**src/rtl/poly_voice_engine.sv**
```systemverilog
// Polyphonic voice engine: dynamically allocated voices (phase accumulator + ADSR + velocity),
// swept through an external wavetable on each sample request and mixed into one saturated sample.
module poly_voice_engine #(
    parameter int NUM_VOICES = 16,
    parameter int PHASE_W    = 24,
    parameter int TBL_AW     = 12,
    parameter int WSEL_W     = 1,
    parameter int SAMPLE_W   = 16,
    parameter int ENV_W      = 16,
    parameter int ACC_W      = 32,
    parameter int OUT_W      = 24
) (
    input  logic                       i_clk,
    input  logic                       i_rst_n,
    input  logic                       i_cmd_valid,
    output logic                       o_cmd_ready,
    input  logic                       i_cmd_on,
    input  logic [6:0]                 i_cmd_key,
    input  logic [6:0]                 i_cmd_vel,
    input  logic [PHASE_W-1:0]         i_cmd_step,
    input  logic [ENV_W-1:0]           i_att_step,
    input  logic [ENV_W-1:0]           i_dec_step,
    input  logic [ENV_W-1:0]           i_rel_step,
    input  logic [ENV_W-1:0]           i_sus_lvl,
    input  logic [WSEL_W-1:0]          i_wave_sel,
    input  logic                       i_sample_req,
    output logic [WSEL_W+TBL_AW-1:0]   o_tbl_addr,
    input  logic signed [SAMPLE_W-1:0] i_tbl_data,
    output logic signed [OUT_W-1:0]    o_out_sample,
    output logic                       o_out_valid,
    input  logic                       i_out_ready,
    output logic [6:0]                 o_active_cnt,
    output logic                       o_overrun
);
    localparam int IDX_W  = $clog2(NUM_VOICES);
    localparam int AMP_W  = 12;
    localparam int EV_W   = ENV_W + 7;
    localparam int PROD_W = SAMPLE_W + AMP_W;
    localparam int DIF_W  = ENV_W + 2;
    localparam logic [IDX_W-1:0]        LAST_IDX = IDX_W'(NUM_VOICES - 1);
    localparam logic [ENV_W-1:0]        ENV_FULL = '1;
    localparam logic signed [ACC_W-1:0] OUT_MAX  = ACC_W'({1'b0, {(OUT_W-1){1'b1}}});
    localparam logic signed [ACC_W-1:0] OUT_MIN  = ~OUT_MAX;

    typedef enum logic [1:0] {S_IDLE, S_SWEEP, S_DRAIN} state_t;
    typedef enum logic [2:0] {V_OFF, V_ATT, V_DEC, V_SUS, V_REL} vstage_t;

    vstage_t              r_stage [NUM_VOICES];
    logic [ENV_W-1:0]     r_env   [NUM_VOICES];
    logic [PHASE_W-1:0]   r_phase [NUM_VOICES];
    logic [PHASE_W-1:0]   r_step  [NUM_VOICES];
    logic [6:0]           r_vel   [NUM_VOICES];
    logic [6:0]           r_key   [NUM_VOICES];
    logic [IDX_W-1:0]     r_steal;

    state_t                     r_state, w_next_state;
    logic [IDX_W-1:0]           r_idx, r_idx_p1;
    logic [1:0]                 r_drain;
    logic                       r_ready;
    logic                       r_vld_p1, r_vld_p2;
    logic signed [PROD_W-1:0]   r_prod_p2;
    logic signed [ACC_W-1:0]    r_acc;

    logic                       w_cmd_acc, w_hit, w_free;
    logic [IDX_W-1:0]           w_hit_idx, w_free_idx, w_alloc_idx;
    logic [6:0]                 w_cnt;
    logic [EV_W-1:0]            w_ev;
    logic [AMP_W-1:0]           w_amp;
    logic signed [PROD_W-1:0]   w_data_x, w_amp_x, w_prod;
    logic [ENV_W-1:0]           w_env_cur, w_env_nxt;
    vstage_t                    w_stage_nxt;
    logic signed [DIF_W-1:0]    w_att_sum, w_dec_dif, w_rel_dif;

    function automatic logic signed [OUT_W-1:0] sat_out(input logic signed [ACC_W-1:0] a);
        if (a > OUT_MAX)      return OUT_MAX[OUT_W-1:0];
        else if (a < OUT_MIN) return OUT_MIN[OUT_W-1:0];
        else                  return a[OUT_W-1:0];
    endfunction

    assign w_cmd_acc    = i_cmd_valid & r_ready;
    assign o_cmd_ready  = r_ready;
    assign o_active_cnt = w_cnt;
    assign o_tbl_addr   = (r_state == S_SWEEP) ?
                          {i_wave_sel, r_phase[r_idx][PHASE_W-1 -: TBL_AW]} : '0;

    always_comb begin
        w_next_state = r_state;
        case (r_state)
            S_IDLE:  if (i_sample_req) w_next_state = S_SWEEP;
            S_SWEEP: if (r_idx == LAST_IDX) w_next_state = S_DRAIN;
            S_DRAIN: if (r_drain == 2'd2) w_next_state = S_IDLE;
            default: w_next_state = S_IDLE;
        endcase
    end

    // Descending scan so the lowest matching / free index wins.
    always_comb begin
        w_hit      = 1'b0;
        w_hit_idx  = '0;
        w_free     = 1'b0;
        w_free_idx = '0;
        w_cnt      = '0;
        for (int i = NUM_VOICES - 1; i >= 0; i--) begin
            if (r_stage[i] != V_OFF && r_key[i] == i_cmd_key) begin
                w_hit     = 1'b1;
                w_hit_idx = IDX_W'(i);
            end
            if (r_stage[i] == V_OFF) begin
                w_free     = 1'b1;
                w_free_idx = IDX_W'(i);
            end
            w_cnt = w_cnt + 7'(r_stage[i] != V_OFF);
        end
        w_alloc_idx = w_hit ? w_hit_idx : (w_free ? w_free_idx : r_steal);
    end

    always_comb begin
        w_ev      = EV_W'(r_env[r_idx_p1]) * EV_W'(r_vel[r_idx_p1]);
        w_amp     = AMP_W'(w_ev >> (ENV_W - 5));
        w_data_x  = PROD_W'(i_tbl_data);
        w_amp_x   = $signed(PROD_W'(w_amp));
        w_prod    = w_data_x * w_amp_x;
        w_env_cur = r_env[r_idx_p1];
        w_att_sum = $signed({2'b00, w_env_cur}) + $signed({2'b00, i_att_step});
        w_dec_dif = $signed({2'b00, w_env_cur}) - $signed({2'b00, i_dec_step});
        w_rel_dif = $signed({2'b00, w_env_cur}) - $signed({2'b00, i_rel_step});
        w_env_nxt   = w_env_cur;
        w_stage_nxt = r_stage[r_idx_p1];
        case (r_stage[r_idx_p1])
            V_ATT: begin
                if (w_att_sum >= $signed({2'b00, ENV_FULL})) begin
                    w_env_nxt   = ENV_FULL;
                    w_stage_nxt = V_DEC;
                end else begin
                    w_env_nxt = w_att_sum[ENV_W-1:0];
                end
            end
            V_DEC: begin
                if (w_dec_dif <= $signed({2'b00, i_sus_lvl})) begin
                    w_env_nxt   = i_sus_lvl;
                    w_stage_nxt = V_SUS;
                end else begin
                    w_env_nxt = w_dec_dif[ENV_W-1:0];
                end
            end
            V_REL: begin
                if (w_rel_dif <= 0) begin
                    w_env_nxt   = '0;
                    w_stage_nxt = V_OFF;
                end else begin
                    w_env_nxt = w_rel_dif[ENV_W-1:0];
                end
            end
            default: ;
        endcase
    end

    // Commands only land in IDLE and voice updates only in SWEEP/DRAIN, so they never collide.
    always_ff @(posedge i_clk or negedge i_rst_n) begin
        if (!i_rst_n) begin
            for (int i = 0; i < NUM_VOICES; i++) begin
                r_stage[i] <= V_OFF;
                r_env[i]   <= '0;
                r_phase[i] <= '0;
                r_step[i]  <= '0;
                r_vel[i]   <= '0;
                r_key[i]   <= '0;
            end
            r_steal <= '0;
        end else begin
            if (w_cmd_acc && i_cmd_on) begin
                r_stage[w_alloc_idx] <= V_ATT;
                r_vel[w_alloc_idx]   <= i_cmd_vel;
                r_step[w_alloc_idx]  <= i_cmd_step;
                r_key[w_alloc_idx]   <= i_cmd_key;
                if (!w_hit) begin
                    r_env[w_alloc_idx]   <= '0;
                    r_phase[w_alloc_idx] <= '0;
                end
                if (!w_hit && !w_free) r_steal <= r_steal + IDX_W'(1);
            end else if (w_cmd_acc) begin
                for (int i = 0; i < NUM_VOICES; i++) begin
                    if (r_key[i] == i_cmd_key &&
                        (r_stage[i] == V_ATT || r_stage[i] == V_DEC || r_stage[i] == V_SUS))
                        r_stage[i] <= V_REL;
                end
            end
            if (r_vld_p1 && r_stage[r_idx_p1] != V_OFF) begin
                r_phase[r_idx_p1] <= r_phase[r_idx_p1] + r_step[r_idx_p1];
                r_env[r_idx_p1]   <= w_env_nxt;
                r_stage[r_idx_p1] <= w_stage_nxt;
            end
        end
    end

    always_ff @(posedge i_clk or negedge i_rst_n) begin
        if (!i_rst_n) begin
            r_state      <= S_IDLE;
            r_idx        <= '0;
            r_drain      <= '0;
            r_ready      <= 1'b0;
            r_vld_p1     <= 1'b0;
            r_vld_p2     <= 1'b0;
            r_acc        <= '0;
            o_out_sample <= '0;
            o_out_valid  <= 1'b0;
            o_overrun    <= 1'b0;
        end else begin
            r_state  <= w_next_state;
            r_ready  <= (w_next_state == S_IDLE);
            r_idx    <= (r_state == S_SWEEP) ? r_idx + IDX_W'(1) : '0;
            r_drain  <= (r_state == S_DRAIN) ? r_drain + 2'd1 : 2'd0;
            // stage p0 -> p1: address issued, table word arrives next cycle
            r_vld_p1 <= (r_state == S_SWEEP);
            // stage p1 -> p2: product registered
            r_vld_p2 <= r_vld_p1;
            // stage p2: accumulate
            if (r_state == S_IDLE && i_sample_req) r_acc <= '0;
            else if (r_vld_p2)                     r_acc <= r_acc + ACC_W'(r_prod_p2);
            if (r_state == S_DRAIN && r_drain == 2'd2) begin
                o_out_sample <= sat_out(r_acc);
                o_out_valid  <= 1'b1;
                if (o_out_valid && !i_out_ready) o_overrun <= 1'b1;
            end else if (o_out_valid && i_out_ready) begin
                o_out_valid <= 1'b0;
            end
            if (r_state != S_IDLE && i_sample_req) o_overrun <= 1'b1;
        end
    end

    always_ff @(posedge i_clk) begin
        r_idx_p1  <= r_idx;
        r_prod_p2 <= (r_vld_p1 && r_stage[r_idx_p1] != V_OFF) ? w_prod : '0;
    end

endmodule

```
**config.mk**
```make
export PLATFORM = sky130hd
export DESIGN_NAME = poly_voice_engine
export DESIGN_NICKNAME = d
export VERILOG_FILES = /design/src/rtl/poly_voice_engine.sv
export SDC_FILE = /design/constraint.sdc
export NUM_CORES = 2
export LEC_CHECK = 0
export CAP_MARGIN = 20
export CORE_MARGIN = 5
export CORE_UTILIZATION = 30
export CTS_CLUSTER_SIZE = 20
export DETAILED_ROUTE_END_ITERATION = 6
export GPL_ROUTABILITY_DRIVEN = 1
export PLACE_DENSITY_LB_ADDON = 0.05
export SKIP_CTS_REPAIR_TIMING = 1
export SYNTH_ARGS = -nofsm -noshare
export SYNTH_HDL_FRONTEND = slang
export SYNTH_SLANG_ARGS = --single-unit
```
**constraint.sdc**
```tcl
create_clock -name i_clk -period 18.05 [get_ports i_clk]
set_input_delay 1.805 -clock i_clk [delete_from_list [all_inputs] [get_ports i_clk]]
set_output_delay 1.805 -clock i_clk [all_outputs]
set_load 0.005 [all_outputs]
```
==> impl_metrics.toml <==
[critical_path]
critPathCaptureType = "flop"
rr_worst_depth = 42
critPathKind = "reg2reg"
regToRegSetupSlack_ns = 4.82
worst-endpoint-arrival_ns = 13.94
cp_common_cell = "fa_1"
crit_fanout = 63
slowest_delay_ns = 0.80
crit_slowest_cell = "xnor2_2"
reg2reg_from = "r_idx_p1[0]$_DFF_P_"
start_kind = "flop"
required_ns = 18.76
r2r_end = "r_prod_p2[26]$_SDFF_PN0_"

[layout]
nFillCells = 26200
nets = 7061
fin_area_um2 = 92100
syn_to_final_growth_pct = 14.4
stdcell_count = 10100
drive_above_1_share = 0.204

[placed_design]
place_area_um2 = 86100
dp_cells = 9811
io_buffers = 169
dp_hpwl_um = 178000
gp_congestion = 0.793

[yosys]
ys_warn_count = 0
synth_cell_type_count = 101
synth-seq-cells = 1401
synth_most_common_cell = "dfrtp_1"
async_flop_share = 0.977
synth_top_cell_area_share = 0.426
syn_avg_cell_area_um2 = 12.5
ys.flop_type = "dfrtp_1"
synth_cells = 6416
yosys.area.top_type = "dfrtp_1"
synth-edff-count = 0
syn_area_um2 = 80500
yosysSeqAreaShare = 0.434
netlist_top_cells_area = "dfrtp_1 (43%), mux4_2 (11%), fa_1 (6.4%), a22o_1 (6.0%), mux2_2 (5.1%)"
synth_common_cells = "dfrtp_1 (1369), a22o_1 (553), inv_1 (439), mux4_2 (408), mux2_2 (363)"

[floorplan]
num_rows = 190
die_h_um = 528
fp.coreArea_um2 = 267000
fp.dieW_um = 528
die-area_um2 = 279000
pin_count = 172
start_util = 0.301

[route]
viasPerCell = 5.36
dr_total_vias = 54300
first_pass_iters = 5
drt_iter0_markers = 3958
wl_per_cell_um = 28.7
drc = 0
antenna_left = 0
routed_wirelength_um = 291000

[sta]
fin_crit_ns = 13.23
finalHoldViolations = 0
rsz0062_at_grt = "no"
fmax_mhz = 75.6
clock_skew_ns = 0.0593
holdWs_ns = 0.426
setup_tns_ns = 0
slew_violations = 0
finalSetupViolations = 0
worstMarginPinSlew_ns = 1.13
finalCritPeriodShare = 0.733
slew_headroom = 0.241

[clock_tree]
cts_root_buffer = "clkbuf_16"
clk-insertion-delay-late_ns = 0.83
cts_buffer_depth = 4
path_clk_slew_ns = 0.06
ctsHtreeMaxLevel = 4
cts_sinks = 1401
numCtsBuffers = 180
cts_tree = "built"

[global_routing]
grt.overflow.total = 0
grt_start_max_net_pins = 153
grt_antenna_before_repair = 13
grt_pass1_wl_um = 426000
grt_pass1_vias = 57500
grt_use_total = 0.207

[hold_path]
hold_start = "r_drain[0]$_DFF_PN0_"
hold_path_class = "reg2reg"
min_to = "r_drain[0]$_DFF_PN0_"
hold_depth = 1

[status]
status = "finished, final reports clean"

[job]
cap_violations = 0
[area by class of cell]
class	count	area (um^2)	share of cell area
clock buffers	273	5320	0.0577
multi-input cells	4096	42200	0.459
inverters	442	1660	0.0180
well taps	3552	4440	0.0483
diodes	5	12.5	0.000136
flip-flops and latches	1401	34900	0.379
clock inverters	38	518	0.00563
repair buffers	325	2970	0.0322
[flip-flops by register name, summed over array words and instances, names as in the netlist, 24 cells and up]
register      flops
r_phase         384
r_step          384
r_env           256
r_key           112
r_vel           112
r_stage          48
r_acc            32
r_prod_p2        28
o_out_sample     24
[cells by family (layout without fill, tap and decap cells)]
| logic type | after synthesis | in the layout | share of synthesized area |
|---|---|---|---|
| flip-flops | 1401 | 1401 | 0.434 |
| AO/OA/AOI/OAI | 1238 | 1238 | 0.120 |
| multiplexers | 1076 | 1076 | 0.207 |
| AND/OR/NAND/NOR | 1065 | 1065 | 0.0660 |
| buffers and inverters | 920 | 1078 | 0.0487 |
| adder cells (fa/ha/maj) | 490 | 490 | 0.100 |
| XOR/XNOR | 225 | 225 | 0.0245 |
| other | 1 | 7 | 0.0000466 |
[how the worst max path moves through the flow]
stage / startpoint / to / slack (ns)
3_5_place_dp: r_idx_p1[0]$_DFF_P_ / r_prod_p2[26]$_SDFF_PN0_ / 4.52
5_1_grt: r_idx_p1[0]$_DFF_P_ / r_prod_p2[26]$_SDFF_PN0_ / 3.86
2_1_floorplan: r_idx_p1[0]$_DFF_P_ / r_prod_p2[26]$_SDFF_PN0_ / 5.96
6_report: r_idx_p1[0]$_DFF_P_ / r_prod_p2[26]$_SDFF_PN0_ / 4.82
3_3_place_gp: r_idx_p1[0]$_DFF_P_ / r_prod_p2[26]$_SDFF_PN0_ / 4.51
4_1_cts: r_idx_p1[0]$_DFF_P_ / r_prod_p2[26]$_SDFF_PN0_ / 4.49
[critical path: cells and delay by family, from the launching register on]
family | cells | cell delay (ns)
adders and majority gates | 11 | 4.91
AOI/OAI and AO/OA | 13 | 2.42
buffers and inverters | 8 | 1.68
and+or+nand+nor | 6 | 1.44
xor gates and xnor gates | 2 | 0.96
muxes | 2 | 0.85
DFF | 1 | 0.74
[through the flow]
step | setup slack, ns | utilization
after floorplan | 5.96 | -
after detailed placement | 4.52 | 0.322
after CTS | 4.49 | 0.344
after global routing | 3.86 | 0.344
final | 4.82 | 0.344
after global placement | 4.51 | 0.322
[metal layers]
| layer | global-route usage | vias up | share of wire |
|---|---|---|---|
| li1 | - | 23500 | - |
| met1 | 0.291 | 29200 | 0.46 |
| met2 | 0.343 | 1268 | 0.48 |
| met3 | 0.0259 | 340 | 0.042 |
| met4 | 0.0428 | 8 | 0.020 |
| met5 | 0 | - | 0.00019 |
[cells in the final DEF, fill, tap and decap left out, drive strengths merged, types with 61 or more instances in the layout]
master,count
a21oi,151
mux4,408
ha,232
and2,124
nand3,89
xnor2,88
clkdlybuf4s50,162
nor3,79
inv,445
fa,258
a21o,61
o2bb2ai,90
dfrtp,1369
clkbuf,273
mux2,628
nor2,243
nand2,271
o21ai,144
xor2,137
a22o,553
buf,163
Power is not shown: default switching activity piles up to over one toggle a cycle in this logic, so the estimate is an artifact.
